<file path="config.mk">
export PLATFORM = sky130hd
export DESIGN_NAME = unified_mem_arbiter
export DESIGN_NICKNAME = d
export VERILOG_FILES = /design/src/rtl/unified_mem_arbiter.sv
export SDC_FILE = /design/constraint.sdc
export NUM_CORES = 1
export LEC_CHECK = 0
export CORE_MARGIN = 2
export CORE_UTILIZATION = 30
export DETAILED_ROUTE_END_ITERATION = 8
export GPL_ROUTABILITY_DRIVEN = 0
export GPL_TIMING_DRIVEN = 0
export PLACE_DENSITY = 0.66
export SETUP_SLACK_MARGIN = 0.1
export SYNTH_ARGS = -nofsm -noshare
export SYNTH_HDL_FRONTEND = slang
export SYNTH_SLANG_ARGS = --single-unit
export TNS_END_PERCENT = 1
</file>
<file path="constraint.sdc">
create_clock -name clk -period 2.1 [get_ports clk]
set_input_delay 0.525 -clock clk [delete_from_list [all_inputs] [get_ports clk]]
set_output_delay 0.525 -clock clk [all_outputs]
set_load 0.01 [all_outputs]
</file>
<file path="src/rtl/unified_mem_arbiter.sv">
// unified_mem_arbiter: shares one fixed-latency single-port memory between fetch and load/store,
// with data given priority and a core-wide stall while any request is outstanding.
module unified_mem_arbiter #(
   parameter int WIDTH   = 32,
   parameter int LATENCY = 2
) (
   input  logic             clk,
   input  logic             rst,
   input  logic             if_req,
   input  logic [WIDTH-1:0] if_addr,
   output logic [WIDTH-1:0] if_rdata,
   output logic             if_ready,
   input  logic             d_req,
   input  logic             d_we,
   input  logic [2:0]       d_mode,
   input  logic [WIDTH-1:0] d_addr,
   input  logic [WIDTH-1:0] d_wdata,
   output logic [WIDTH-1:0] d_rdata,
   output logic             d_ready,
   output logic             mem_en,
   output logic             mem_we,
   output logic [2:0]       mem_mode,
   output logic [WIDTH-1:0] mem_addr,
   output logic [WIDTH-1:0] mem_wdata,
   input  logic [WIDTH-1:0] mem_rdata,
   output logic             stall
);
   typedef enum logic [1:0] {IDLE, ISSUE, WAIT, DONE} state_t;
   state_t state_q, state_d;
   logic [3:0] cnt_q, cnt_d;
   logic own_q, own_d;
   logic en_q, en_d, we_q, we_d;
   logic [2:0] mode_q, mode_d;
   logic [WIDTH-1:0] addr_q, addr_d, wdata_q, wdata_d;
   logic [WIDTH-1:0] if_rdata_q, if_rdata_d, d_rdata_q, d_rdata_d;
   logic if_ready_q, if_ready_d, d_ready_q, d_ready_d;
   always_ff @(posedge clk) begin
      if (!rst) begin
         state_q    <= IDLE;
         cnt_q      <= '0;
         own_q      <= 1'b0;
         en_q       <= 1'b0;
         we_q       <= 1'b0;
         mode_q     <= '0;
         addr_q     <= '0;
         wdata_q    <= '0;
         if_rdata_q <= '0;
         d_rdata_q  <= '0;
         if_ready_q <= 1'b0;
         d_ready_q  <= 1'b0;
      end else begin
         state_q    <= state_d;
         cnt_q      <= cnt_d;
         own_q      <= own_d;
         en_q       <= en_d;
         we_q       <= we_d;
         mode_q     <= mode_d;
         addr_q     <= addr_d;
         wdata_q    <= wdata_d;
         if_rdata_q <= if_rdata_d;
         d_rdata_q  <= d_rdata_d;
         if_ready_q <= if_ready_d;
         d_ready_q  <= d_ready_d;
      end
   end
   always_comb begin
      state_d    = state_q;
      cnt_d      = cnt_q;
      own_d      = own_q;
      en_d       = 1'b0;
      we_d       = 1'b0;
      mode_d     = mode_q;
      addr_d     = addr_q;
      wdata_d    = wdata_q;
      if_rdata_d = if_rdata_q;
      d_rdata_d  = d_rdata_q;
      if_ready_d = 1'b0;
      d_ready_d  = 1'b0;
      case (state_q)
         IDLE: if (d_req || if_req) begin
            own_d   = d_req;
            en_d    = 1'b1;
            we_d    = d_req & d_we;
            mode_d  = d_req ? d_mode : 3'd0;
            addr_d  = d_req ? d_addr : if_addr;
            wdata_d = d_req ? d_wdata : '0;
            state_d = ISSUE;
         end
         ISSUE: begin
            cnt_d   = 4'(LATENCY - 1);
            state_d = WAIT;
         end
         // cnt reaches zero exactly in the cycle mem_rdata becomes valid
         WAIT: if (cnt_q == 4'd0) begin
            if_rdata_d = own_q ? if_rdata_q : mem_rdata;
            d_rdata_d  = own_q ? mem_rdata : d_rdata_q;
            if_ready_d = !own_q;
            d_ready_d  = own_q;
            state_d    = DONE;
         end else begin
            cnt_d = cnt_q - 4'd1;
         end
         DONE: state_d = IDLE;
      endcase
   end
   assign mem_en    = en_q;
   assign mem_we    = we_q;
   assign mem_mode  = mode_q;
   assign mem_addr  = addr_q;
   assign mem_wdata = wdata_q;
   assign if_rdata  = if_rdata_q;
   assign d_rdata   = d_rdata_q;
   assign if_ready  = if_ready_q;
   assign d_ready   = d_ready_q;
   assign stall     = (if_req & ~if_ready_q) | (d_req & ~d_ready_q);
endmodule

</file>
==> metrics.txt <==
Pwr per Cell Area 1110 mW/mm2; Leak 3.29 nW; initial antenna violation count 1; top-count cell post-synth dfxtp_1; H-tree depth 4; Period minus WS final 1.89 ns; Crit path largest cell delay 0.57 ns; NumNets Final 1079; RSZ-0062 raised after global routing yes; sequence of cells on the critical path clkdlybuf4s50_1; kind of critical path reg2out; Design Area, Final 0.00917 mm2; status finished, final reports clean; # setup viols final 0; worst endpoint required time 1.57 ns; drt wl/cell 16.9 um; post-synthesis sequential area ratio 51.0%; Post-synth top cells 142 x dfxtp_1, 102 x a21oi_1, 102 x nand3_1; worst slew pin tran 0.566 ns; Worst-path clk slew 0.06 ns; largest net degree at the start of global routing 17; area leader, netlist dfxtp_1; Num CTS Buffers 17; Die Y 140 um; synthesized area 0.00557 mm2; Slew headroom 62.3%; max-cap violations 0; Synth Register Bits 142; Final Util 50.7%; Die Wd 140 um; input/output buffers 270; DRT antenna net count 0; Synth area leaders dfxtp_1 51%, a21oi_1 9.2%, nand3_1 9.2%, mux2i_1 6.1%, o21ai_0 5.8%; CTS tree yes; initial core utilization 30.8%; Cell variety after synth 31; Synth Flop Type dfxtp_1; drc violations 0; cts hold-fix bufs 0; Max Clock Freq 0.528 GHz; Worst Hold Class reg2reg; Overflow after GRT 0; crit path max fanout 2; global-route wire length before repair 30700 um; syn avg cell area 8.58 um2; Clock Tree Buf Depth 2; synthesis warning total 0; Synthesized Nets 790; family with the most delay on the worst path buffers and inverters; VDD IR max 0.575 mV; CP bufs+invs 1; EDFF count, synth 0; total track usage 19.9%; clk_skew 0.00801 ns; Die Area 0.0197 mm2; Setup crit start kind flop; # IOs 272; DP Area 0.00856 mm2; Final Cycle Share 90.1%; Vias per Instance 4.97; Syn Inst Count 649; slowest CP cell clkdlybuf4s50_1; via count 5871; CP Capture Type output pin; DR iter-0 viols 300; Clk Latency, worst-skew pair 0.42 ns; vias in the first global route 5533; top-area cell type share of the netlist area 51.0%; Hold Violations, Final 0; Area growth syn-to-layout 64.7%; # rows 49; async set or reset register ratio after synthesis 0%; CTS root buf clkbuf_16; Routed WL 19900 um; final slew viol count 0; post-DP HPWL 15300 um; worst path arrival time 1.37 ns; share of layout cells above drive strength 1 6.20%; DRT Pass-1 Iters 4; CTS sink count 142; Core ar. 0.0181 mm2
repair_timing:
item,4_1_cts,5_1_grt
buffers inserted,0,0
gates resized for setup,4,10
endpoints found under the setup margin,4,105
worst paths after layout:
check / startpoint / to / slack, ns / cells after the start
worst max register to register: cnt_q[0]$_SDFFE_PN0P_ / d_rdata[26]$_SDFFE_PN0P_ / 0.25 / 7
worst min-delay path: mem_wdata[25]$_SDFFE_PN0P_ / mem_wdata[25]$_SDFFE_PN0P_ / 0.45 / 2
worst min register to register: mem_wdata[25]$_SDFFE_PN0P_ / mem_wdata[25]$_SDFFE_PN0P_ / 0.45 / 2
worst max-delay path: mem_addr[14]$_SDFFE_PN0P_ / mem_addr[14] / 0.21 / 1
per-stage QoR:
step | TNS, ns | setup slack, ns | std cells | hold slack, ns | power [mW]
floorplan | 0 | 0.584 | 649 | 0.451 | 5.35
global placement | -26.67 | -0.374 | 1148 | 0.438 | 7.14
detailed placement | -30.97 | -0.384 | 1148 | 0.443 | 7.16
CTS | 0 | 0.0753 | 1180 | 0.451 | 10.3
global route | 0 | 0.0322 | 1180 | 0.464 | 10.8
finish | 0 | 0.207 | 1181 | 0.449 | 10.2
kinds of logic (layout without fill, tap and decap cells):
| group | count (synthesis) | after routing | synth area share, % |
|---|---|---|---|
| simple gates | 187 | 187 | 15.7 |
| flops | 142 | 142 | 51.0 |
| buf+inv | 75 | 377 | 5.59 |
| other cells | 0 | 1 | 0 |
| compound gates | 206 | 206 | 20.4 |
| fa+ha+maj | 5 | 5 | 1.12 |
| mux | 34 | 34 | 6.11 |
routing by layer:
layer	routed length, um	global-route usage [%]
met1	8110	23.6
met2	9680	34.3
met3	1810	6.80
met4	335	5.85
met5	0	0
placed cells by master, fill, tap and decap left out, types with 2 or more instances in the layout:
master,n
inv_1,7
clkinv_2,3
mux2i_1,34
clkbuf_2,4
a21oi_1,102
bufinv_16,3
clkdlybuf4s50_1,268
clkinvlp_4,3
o21ai_0,64
buf_1,6
ha_1,5
dfxtp_1,142
buf_2,18
nor2_1,33
nor3_1,3
clkbuf_1,38
buf_4,2
or3_1,2
a211oi_1,33
inv_6,2
clkbuf_16,17
nand3_1,102
clkinv_4,2
nand2_1,40
sequential cells by signal, indices dropped and copies added (netlist names):
| register | count |
|---|---|
| cnt_q | 4 |
| d_rdata | 32 |
| d_ready | 1 |
| if_rdata | 32 |
| if_ready | 1 |
| mem_addr | 32 |
| mem_en | 1 |
| mem_mode | 3 |
| mem_wdata | 32 |
| mem_we | 1 |
| own_q | 1 |
| state_q | 2 |
power breakdown:
group | leakage, nW | switching [mW] | internal [mW]
combinational | 1.84 | 2.03 | 1.62
sequential | 1.16 | 0.256 | 3.18
clock | 0.290 | 1.21 | 1.90
area by class of cell:
| type | instances | area (um2) |
|---|---|---|
| Antenna cell | 1 | 2.50 |
| Buffer | 67 | 287 |
| Clock buffer | 19 | 443 |
| Clock inverter | 13 | 163 |
| Fill cell | 1709 | 8910 |
| Inverter | 8 | 30.0 |
| Multi-Input combinational cell | 432 | 2420 |
| Sequential cell | 142 | 2840 |
| Tap cell | 229 | 287 |
| Timing Repair Buffer | 270 | 2700 |
Note: power is estimated with default switching activity, not from simulation.
